===== config.mk =====
export PLATFORM = sky130hd
export DESIGN_NAME = ddr3_cmd_decoder
export DESIGN_NICKNAME = d
export VERILOG_FILES = /design/src/rtl/ddr3_cmd_pkg.sv /design/src/rtl/ddr3_bank_fsm.sv /design/src/rtl/ddr3_cmd_decoder.sv
export SDC_FILE = /design/constraint.sdc
export NUM_CORES = 1
export LEC_CHECK = 0
export BUFFER_PORTS_ARGS = -buffer_cell sky130_fd_sc_hd__buf_2
export CAP_MARGIN = 40
export CORE_ASPECT_RATIO = 1.4
export CORE_MARGIN = 2
export CORE_UTILIZATION = 48
export CTS_BUF_LIST = sky130_fd_sc_hd__clkbuf_16
export DETAILED_ROUTE_END_ITERATION = 10
export PLACE_DENSITY = 0.67
export SLEW_MARGIN = 20
export SYNTH_ARGS = -nofsm -noshare
export SYNTH_HDL_FRONTEND = slang
export SYNTH_SLANG_ARGS = --single-unit

===== constraint.sdc =====
create_clock -name clk -period 21 [get_ports clk]
set_clock_uncertainty 0.1 [all_clocks]
set_input_delay 1.05 -clock clk [delete_from_list [all_inputs] [get_ports clk]]
set_output_delay 1.05 -clock clk [all_outputs]
set_load 0.005 [all_outputs]

===== src/rtl/ddr3_cmd_pkg.sv =====
// Shared command, error and bank-state encodings for the DDR3 command decoder.
package ddr3_cmd_pkg;

    localparam int unsigned CMD_W = 4;
    localparam int unsigned ERR_W = 4;
    localparam int unsigned COL_W = 10;

    localparam logic [1:0] MR0_BL_OTF = 2'b01;

    typedef enum logic [CMD_W-1:0] {
        CMD_NOP  = 4'd0,
        CMD_ACT  = 4'd1,
        CMD_RD   = 4'd2,
        CMD_WR   = 4'd3,
        CMD_PRE  = 4'd4,
        CMD_PREA = 4'd5,
        CMD_REF  = 4'd6,
        CMD_MRS  = 4'd7,
        CMD_ZQ   = 4'd8
    } cmd_e;

    typedef enum logic [ERR_W-1:0] {
        ERR_NONE     = 4'd0,
        ERR_TRFC     = 4'd1,
        ERR_ACT_OPEN = 4'd2,
        ERR_TRP      = 4'd3,
        ERR_TRCD     = 4'd4,
        ERR_NOT_OPEN = 4'd5,
        ERR_TRAS     = 4'd6,
        ERR_REF_OPEN = 4'd7
    } err_e;

    typedef enum logic [1:0] {
        BANK_IDLE        = 2'd0,
        BANK_ACTIVATING  = 2'd1,
        BANK_ACTIVE      = 2'd2,
        BANK_PRECHARGING = 2'd3
    } bank_state_e;

endpackage


===== src/rtl/ddr3_bank_fsm.sv =====
// Per-bank state tracker: state, open row and the tRCD/tRAS/tRP countdowns.
// Counters are loaded with N-1 so that a command N clocks later sees zero.
module ddr3_bank_fsm
    import ddr3_cmd_pkg::*;
#(
    parameter int unsigned ADDR_WIDTH = 14,
    parameter int unsigned TRCD       = 6,
    parameter int unsigned TRP        = 6,
    parameter int unsigned TRAS       = 15,
    parameter int unsigned TAP        = 10
) (
    input  logic                  clk,
    input  logic                  rst,
    input  logic                  act,
    input  logic                  rdwr,
    input  logic                  ap,
    input  logic                  pre,
    input  logic [ADDR_WIDTH-1:0] row_in,
    output logic [1:0]            eff_state_c,
    output logic                  ras_ok_c,
    output logic [ADDR_WIDTH-1:0] open_row
);

    localparam int unsigned RCD_W = $clog2(TRCD + 1);
    localparam int unsigned RAS_W = $clog2(TRAS + 1);
    localparam int unsigned RP_W  = $clog2(TAP + TRP + 1);

    bank_state_e      state;
    bank_state_e      state_nxt;
    bank_state_e      eff;
    logic [RCD_W-1:0] rcd_cnt;
    logic [RAS_W-1:0] ras_cnt;
    logic [RP_W-1:0]  rp_cnt;
    logic             is_open;

    // State register
    always_ff @(posedge clk or posedge rst) begin
        if (rst) begin
            state <= BANK_IDLE;
        end else begin
            state <= state_nxt;
        end
    end

    // Next state: commands act on the effective (timer-resolved) state
    always_comb begin
        state_nxt = eff;
        if (act) begin
            state_nxt = BANK_ACTIVATING;
        end else if (pre && is_open) begin
            state_nxt = BANK_PRECHARGING;
        end else if (rdwr && ap && (eff == BANK_ACTIVE)) begin
            state_nxt = BANK_PRECHARGING;
        end
    end

    // Outputs: a timer expiring on the sampling edge already counts as elapsed
    always_comb begin
        eff = state;
        if ((state == BANK_ACTIVATING) && (rcd_cnt == '0)) begin
            eff = BANK_ACTIVE;
        end
        if ((state == BANK_PRECHARGING) && (rp_cnt == '0)) begin
            eff = BANK_IDLE;
        end
        is_open     = (eff == BANK_ACTIVE) || (eff == BANK_ACTIVATING);
        eff_state_c = 2'(eff);
        ras_ok_c    = (ras_cnt == '0);
    end

    // Countdown timers and open-row capture
    always_ff @(posedge clk or posedge rst) begin
        if (rst) begin
            rcd_cnt  <= '0;
            ras_cnt  <= '0;
            rp_cnt   <= '0;
            open_row <= '0;
        end else begin
            if (act) begin
                rcd_cnt <= RCD_W'(TRCD - 1);
                ras_cnt <= RAS_W'(TRAS - 1);
            end else begin
                if (rcd_cnt != '0) rcd_cnt <= rcd_cnt - RCD_W'(1);
                if (ras_cnt != '0) ras_cnt <= ras_cnt - RAS_W'(1);
            end
            if ((state_nxt == BANK_PRECHARGING) && (eff != BANK_PRECHARGING)) begin
                rp_cnt <= pre ? RP_W'(TRP - 1) : RP_W'(TAP + TRP - 1);
            end else if (rp_cnt != '0) begin
                rp_cnt <= rp_cnt - RP_W'(1);
            end
            // ACT to an already open bank keeps the row that is really open
            if (act && !is_open) begin
                open_row <= row_in;
            end
        end
    end

endmodule


===== src/rtl/ddr3_cmd_decoder.sv =====
// DDR3 command/address bus decoder: JEDEC command decode, per-bank timing
// legality, REF lockout, MR0 capture and registered command/error pulses.
module ddr3_cmd_decoder
    import ddr3_cmd_pkg::*;
#(
    parameter int unsigned BA_WIDTH   = 3,
    parameter int unsigned ADDR_WIDTH = 14,
    parameter int unsigned TRCD       = 6,
    parameter int unsigned TRP        = 6,
    parameter int unsigned TRAS       = 15,
    parameter int unsigned TRFC       = 64,
    parameter int unsigned TAP        = 10
) (
    input  logic                  clk,
    input  logic                  rst,
    input  logic                  cke,
    input  logic                  cs_n,
    input  logic                  ras_n,
    input  logic                  cas_n,
    input  logic                  we_n,
    input  logic [BA_WIDTH-1:0]   ba,
    input  logic [ADDR_WIDTH-1:0] addr,
    output logic                  cmd_valid,
    output logic [3:0]            cmd_type,
    output logic [BA_WIDTH-1:0]   cmd_bank,
    output logic [ADDR_WIDTH-1:0] cmd_row,
    output logic [9:0]            cmd_col,
    output logic                  cmd_ap,
    output logic                  cmd_bc4,
    output logic [1:0]            mr0_bl,
    output logic [3:0]            mr0_cl,
    output logic                  err_valid,
    output logic [3:0]            err_code
);

    localparam int unsigned NBANK = 1 << BA_WIDTH;
    localparam int unsigned RFC_W = $clog2(TRFC + 1);

    cmd_e                  cmd_c;
    err_e                  err_c;
    logic                  is_act;
    logic                  is_rdwr;
    logic                  is_pre;
    logic                  is_prea;
    logic [RFC_W-1:0]      rfc_cnt;
    logic [1:0]            bank_state [NBANK];
    logic [ADDR_WIDTH-1:0] open_row   [NBANK];
    logic [NBANK-1:0]      ras_ok;
    bank_state_e           sel_state;
    logic                  sel_open;
    logic                  any_busy;
    logic                  prea_viol;
    logic [ADDR_WIDTH-1:0] row_c;

    // Pin decode; nothing is decoded while deselected or clock-disabled
    always_comb begin
        cmd_c = CMD_NOP;
        if (cke && !cs_n) begin
            case ({ras_n, cas_n, we_n})
                3'b011:  cmd_c = CMD_ACT;
                3'b101:  cmd_c = CMD_RD;
                3'b100:  cmd_c = CMD_WR;
                3'b010:  cmd_c = addr[10] ? CMD_PREA : CMD_PRE;
                3'b001:  cmd_c = CMD_REF;
                3'b000:  cmd_c = CMD_MRS;
                3'b110:  cmd_c = CMD_ZQ;
                default: cmd_c = CMD_NOP;
            endcase
        end
        is_act  = (cmd_c == CMD_ACT);
        is_rdwr = (cmd_c == CMD_RD) || (cmd_c == CMD_WR);
        is_pre  = (cmd_c == CMD_PRE);
        is_prea = (cmd_c == CMD_PREA);
    end

    for (genvar i = 0; i < NBANK; i++) begin : g_bank
        logic sel;
        assign sel = (ba == BA_WIDTH'(i));

        ddr3_bank_fsm #(
            .ADDR_WIDTH (ADDR_WIDTH),
            .TRCD       (TRCD),
            .TRP        (TRP),
            .TRAS       (TRAS),
            .TAP        (TAP)
        ) u_bank (
            .clk         (clk),
            .rst         (rst),
            .act         (is_act && sel),
            .rdwr        (is_rdwr && sel),
            .ap          (addr[10]),
            .pre         ((is_pre && sel) || is_prea),
            .row_in      (addr),
            .eff_state_c (bank_state[i]),
            .ras_ok_c    (ras_ok[i]),
            .open_row    (open_row[i])
        );
    end

    // Whole-device views used by PREA, REF and MRS legality
    always_comb begin
        any_busy  = 1'b0;
        prea_viol = 1'b0;
        for (int i = 0; i < NBANK; i++) begin
            if (bank_state[i] != 2'(BANK_IDLE)) begin
                any_busy = 1'b1;
            end
            if (((bank_state[i] == 2'(BANK_ACTIVE)) || (bank_state[i] == 2'(BANK_ACTIVATING)))
                && !ras_ok[i]) begin
                prea_viol = 1'b1;
            end
        end
    end

    // Error classification in priority order, REF lockout first
    always_comb begin
        sel_state = bank_state_e'(bank_state[ba]);
        sel_open  = (sel_state == BANK_ACTIVE) || (sel_state == BANK_ACTIVATING);
        err_c     = ERR_NONE;
        if (cmd_c != CMD_NOP) begin
            if (rfc_cnt != '0) begin
                err_c = ERR_TRFC;
            end else begin
                case (cmd_c)
                    CMD_ACT: begin
                        if (sel_state == BANK_PRECHARGING) err_c = ERR_TRP;
                        else if (sel_state != BANK_IDLE)   err_c = ERR_ACT_OPEN;
                    end
                    CMD_RD, CMD_WR: begin
                        if (sel_state == BANK_ACTIVATING) err_c = ERR_TRCD;
                        else if (!sel_open)               err_c = ERR_NOT_OPEN;
                    end
                    CMD_PRE: begin
                        if (sel_open && !ras_ok[ba]) err_c = ERR_TRAS;
                    end
                    CMD_PREA: begin
                        if (prea_viol) err_c = ERR_TRAS;
                    end
                    CMD_REF, CMD_MRS: begin
                        if (any_busy) err_c = ERR_REF_OPEN;
                    end
                    default: err_c = ERR_NONE;
                endcase
            end
        end
        row_c = '0;
        if (is_act)       row_c = addr;
        else if (is_rdwr) row_c = open_row[ba];
    end

    // REF lockout countdown
    always_ff @(posedge clk or posedge rst) begin
        if (rst) begin
            rfc_cnt <= '0;
        end else if (cmd_c == CMD_REF) begin
            rfc_cnt <= RFC_W'(TRFC - 1);
        end else if (rfc_cnt != '0) begin
            rfc_cnt <= rfc_cnt - RFC_W'(1);
        end
    end

    // Registered command/error pulses and MR0 capture
    always_ff @(posedge clk or posedge rst) begin
        if (rst) begin
            cmd_valid <= 1'b0;
            cmd_type  <= '0;
            cmd_bank  <= '0;
            cmd_row   <= '0;
            cmd_col   <= '0;
            cmd_ap    <= 1'b0;
            cmd_bc4   <= 1'b0;
            err_valid <= 1'b0;
            err_code  <= '0;
            mr0_bl    <= '0;
            mr0_cl    <= '0;
        end else begin
            cmd_valid <= (cmd_c != CMD_NOP);
            cmd_type  <= 4'(cmd_c);
            cmd_bank  <= (cmd_c != CMD_NOP) ? ba : '0;
            cmd_row   <= row_c;
            cmd_col   <= is_rdwr ? addr[COL_W-1:0] : '0;
            cmd_ap    <= is_rdwr && addr[10];
            cmd_bc4   <= is_rdwr && (mr0_bl == MR0_BL_OTF) && !addr[12];
            err_valid <= (err_c != ERR_NONE);
            err_code  <= 4'(err_c);
            if ((cmd_c == CMD_MRS) && (ba == '0)) begin
                mr0_bl <= addr[1:0];
                mr0_cl <= {addr[6:4], addr[2]};
            end
        end
    end

endmodule


==> impl_results.md <==
* Result of the run: completed
* EDFF count, synth at 0
* Endpoint of the worst setup timing path: err_valid
* Wirelength per Cell at 18.3 um
* Cts-stage hold buffer count at 0
* Number of buffers created by CTS at 27
* CTS tree: yes
* Cell Area, Placed at 14700 um2
* Final instance area at 15500 um2
* Pin slew with the least headroom to its limit at 823 ps
* Max-cap check violation count at 0
* Power Dens Cells at 119 nW/um2
* Largest net degree at the start of global routing at 88
* Signed area change from the synthesized netlist to the final layout at 11.8%
* Die Y at 205 um
* Count of nets left with antenna violations after detail routing at 0
* Standby leakage power at 7.44 nW
* Critical Path Sink Type: register
* Beginning of the critical path: g_bank[4].u_bank.rp_cnt[0]
* Worst Setup Slack post-DPL at 16760 ps
* Core Area at 28500 um2
* Max Fanout on Critical Path at 7
* Total I/O pin count at 69
* Async set-reset flop share out of synthesis at 100%
* Vias at 9192
* End of the worst register-to-register path: err_valid
* Total iterations of the first detailed-routing run at 5
* Number of stages on the worst hold path at 1
* Fmax achieved at 274 MHz
* Final Routed Wirelength at 30.3 mm
* Final period demand of the worst path at 3640 ps
* Setup tns final at 0 ps
* Placer's final routability congestion estimate at 0.895
* Fin nets at 1354
* Slew Limit Headroom at 45.0%
* Starting utilization of the core area at 48.8%
* Die area at 30400 um2
* Crit path launch type: register
* Global-route congestion overflow total at 0
* Gr usage total at 20.5%
* Post-route worst setup slack at 17360 ps
* Top flip-flop cell by instance count after synthesis: sky130_fd_sc_hd__dfrtp_1
* Row count at 73
* Fin. max-slew vios at 0
* Hold Path Class: register to register
* Number of violations reported at the end of detailed-routing iteration 0 at 436
* Root buf cell: sky130_fd_sc_hd__clkbuf_16
* Synthesized instance count at 1198
* Setup bufs post-CTS at 0
* Total of endpoints with negative setup slack in the final report at 0
* Global-route wire length before repair at 49.8 mm
* Remaining design rule violation count at 0
* Average vias per placed instance at 5.54
* Number of buffers on the longest clock path at 3
* Post-synthesis sequential element count at 275
* Synth Net Count at 1288
* Most used cells in the layout excluding fill and tap cells: sky130_fd_sc_hd__dfrtp_1, sky130_fd_sc_hd__mux2_2, sky130_fd_sc_hd__nand2_1
* PnR Total Power at 1.85 mW
* Average cell area after synthesis at 11.6 um2
* HPWL reported at the end of detailed placement at 21.2 mm
* Count of different cell masters after synthesis at 71
* Number of global-route vias before repair at 9394
* Number of port buffers at 67
* Arrival @ worst endpoint at 3980 ps
* Antenna violations before repair at 0
* Final count of hold timing violations at 0
* Setup repair after global routing missed its margin: no
* Worst-case reg-to-reg path depth at 17
* Post-CTS clock slew at the launch and capture registers of the worst setup and hold paths at 60 ps
* Reg2Reg Launch Point: g_bank[4].u_bank.rp_cnt[0]
* Most common cell after layout, fill and taps aside: sky130_fd_sc_hd__dfrtp_1
* Insertion delay of the later-clocked pin in the worst-skew pair at 550 ps
* Post-cts repair resize count at 0
* Worst Path Class, Setup: register to register
* Htree depth at 1
* Portion of the clock cycle consumed by the worst path in the final layout at 17.4%
* CP required at 21330 ps
* Worst IR drop on VDD at 0.0000744 V
* Synth warnings at 0
* Clock net sink count at 275
* Sequential element share of the synthesized area at 49.5%
* Ant diodes at 0
* Die width at 148 um
* Setup slack, reg-to-reg at 17360 ps
* Fraction of final layout cells with drive strength greater than 1 at 24.1%
* Post-synthesis instance area at 13900 um2
==> layout make-up <==
cell class,instances,area (um2)
repair buffers,84,553
flip-flops and latches,275,6880
fillers,2496,12900
well taps,375,469
inverters,75,289
clock inverters,22,160
multi-input cells,801,6520
clock buffers,27,676
==> per-layer routing <==
metal	global-route usage [%]	part of all wire (%)	wire [um]	up-vias
li1	-	-	-	4316
met1	25.7	41	12600	4601
met2	37.0	51	15600	218
met3	2.51	4.3	1300	57
met4	6.77	2.8	859	0
met5	0	0	0	-
==> flip-flops by register name, summed over array words and instances (netlist names), 2 cells and up <==
register                flops
mr0_bl                      2
g_bank.u_bank.rcd_cnt      24
cmd_type                    4
cmd_col                    10
g_bank.u_bank.state        16
cmd_bank                    3
err_code                    3
g_bank.u_bank.rp_cnt       40
rfc_cnt                     7
g_bank.u_bank.ras_cnt      32
g_bank.u_bank.open_row    112
mr0_cl                      4
cmd_row                    14
==> synthesized netlist by cell type (4+ instances only) <==
| library cell | n | area share, % |
|---|---|---|
| sky130_fd_sc_hd__a211o_1 | 9 | 0.57 |
| sky130_fd_sc_hd__a211oi_1 | 12 | 0.65 |
| sky130_fd_sc_hd__a211oi_2 | 5 | 0.45 |
| sky130_fd_sc_hd__a21oi_1 | 25 | 0.90 |
| sky130_fd_sc_hd__a21oi_2 | 6 | 0.38 |
| sky130_fd_sc_hd__a22oi_1 | 7 | 0.38 |
| sky130_fd_sc_hd__a32oi_1 | 6 | 0.38 |
| sky130_fd_sc_hd__and2_1 | 16 | 0.72 |
| sky130_fd_sc_hd__buf_1 | 7 | 0.19 |
| sky130_fd_sc_hd__buf_2 | 13 | 0.47 |
| sky130_fd_sc_hd__buf_4 | 8 | 0.43 |
| sky130_fd_sc_hd__clkbuf_1 | 18 | 0.49 |
| sky130_fd_sc_hd__dfrtp_1 | 275 | 49 |
| sky130_fd_sc_hd__ha_1 | 66 | 5.9 |
| sky130_fd_sc_hd__inv_1 | 74 | 2.0 |
| sky130_fd_sc_hd__mux2_2 | 118 | 9.6 |
| sky130_fd_sc_hd__mux2i_1 | 37 | 2.7 |
| sky130_fd_sc_hd__mux4_2 | 29 | 4.7 |
| sky130_fd_sc_hd__nand2_1 | 114 | 3.1 |
| sky130_fd_sc_hd__nand2b_1 | 29 | 1.3 |
| sky130_fd_sc_hd__nand3_1 | 17 | 0.61 |
| sky130_fd_sc_hd__nand3b_1 | 17 | 0.92 |
| sky130_fd_sc_hd__nor2_1 | 75 | 2.0 |
| sky130_fd_sc_hd__nor2_2 | 5 | 0.22 |
| sky130_fd_sc_hd__nor3_1 | 25 | 0.90 |
| sky130_fd_sc_hd__nor3b_1 | 9 | 0.49 |
| sky130_fd_sc_hd__nor4b_4 | 4 | 0.68 |
| sky130_fd_sc_hd__o211ai_1 | 9 | 0.49 |
| sky130_fd_sc_hd__o21ai_0 | 29 | 1.0 |
| sky130_fd_sc_hd__o21bai_1 | 6 | 0.32 |
| sky130_fd_sc_hd__o31ai_1 | 4 | 0.22 |
| sky130_fd_sc_hd__or3_1 | 23 | 1.0 |
| sky130_fd_sc_hd__xnor2_1 | 32 | 2.0 |
| sky130_fd_sc_hd__xor2_1 | 8 | 0.50 |
==> logic make-up after synthesis <==
family	Yosys count	synth area share, %
other	1	0.0270
XOR/XNOR	40	2.52
buffers and inverters	122	3.68
multiplexers	184	16.9
AO/OA/AOI/OAI	141	7.15
flip-flops	275	49.5
adder cells (fa/ha/maj)	66	5.94
AND/OR/NAND/NOR	369	14.3
==> how the worst min path moves through the flow <==
stage                          from      end
after floorplan           mr0_bl[1]  cmd_bc4
after global placement    mr0_bl[1]  cmd_bc4
after detailed placement  mr0_bl[1]  cmd_bc4
after CTS                 mr0_bl[1]  cmd_bc4
after global routing      mr0_bl[1]  cmd_bc4
final                     mr0_bl[1]  cmd_bc4
==> through the flow <==
stage                     hold slack [ps]  std cells  utilization, %
final                                 366       1659            54.6
after global routing                  397       1659            54.6
after CTS                             375       1657            54.4
after detailed placement              373       1608            51.5
after global placement                360       1600            51.0
after floorplan                       350       1198               -
==> where the power goes <==
| group | switching, mW | internal (mW) | leakage (nW) |
|---|---|---|---|
| clock | 0.208 | 0.258 | 0.420 |
| sequential | 0.102 | 0.672 | 3.54 |
| combinational | 0.319 | 0.290 | 3.48 |
==> critical path: stages, from the launching register on <==
cell                       delay [ps]
sky130_fd_sc_hd__dfrtp_1          370
sky130_fd_sc_hd__inv_1            110
sky130_fd_sc_hd__ha_1             180
sky130_fd_sc_hd__nor4b_2          540
sky130_fd_sc_hd__nand2_1          110
sky130_fd_sc_hd__a22oi_1          420
sky130_fd_sc_hd__nor2_1            80
sky130_fd_sc_hd__a211oi_1         240
sky130_fd_sc_hd__o21a_1           180
sky130_fd_sc_hd__nor3b_1           70
sky130_fd_sc_hd__ha_1             310
sky130_fd_sc_hd__nor2b_1          130
sky130_fd_sc_hd__o21ai_0           80
sky130_fd_sc_hd__nor4_1            60
sky130_fd_sc_hd__o21ai_0          110
sky130_fd_sc_hd__o211ai_1         160
sky130_fd_sc_hd__nor3_1           230
sky130_fd_sc_hd__o21bai_1          80
Power figures use the tool's default switching activity.
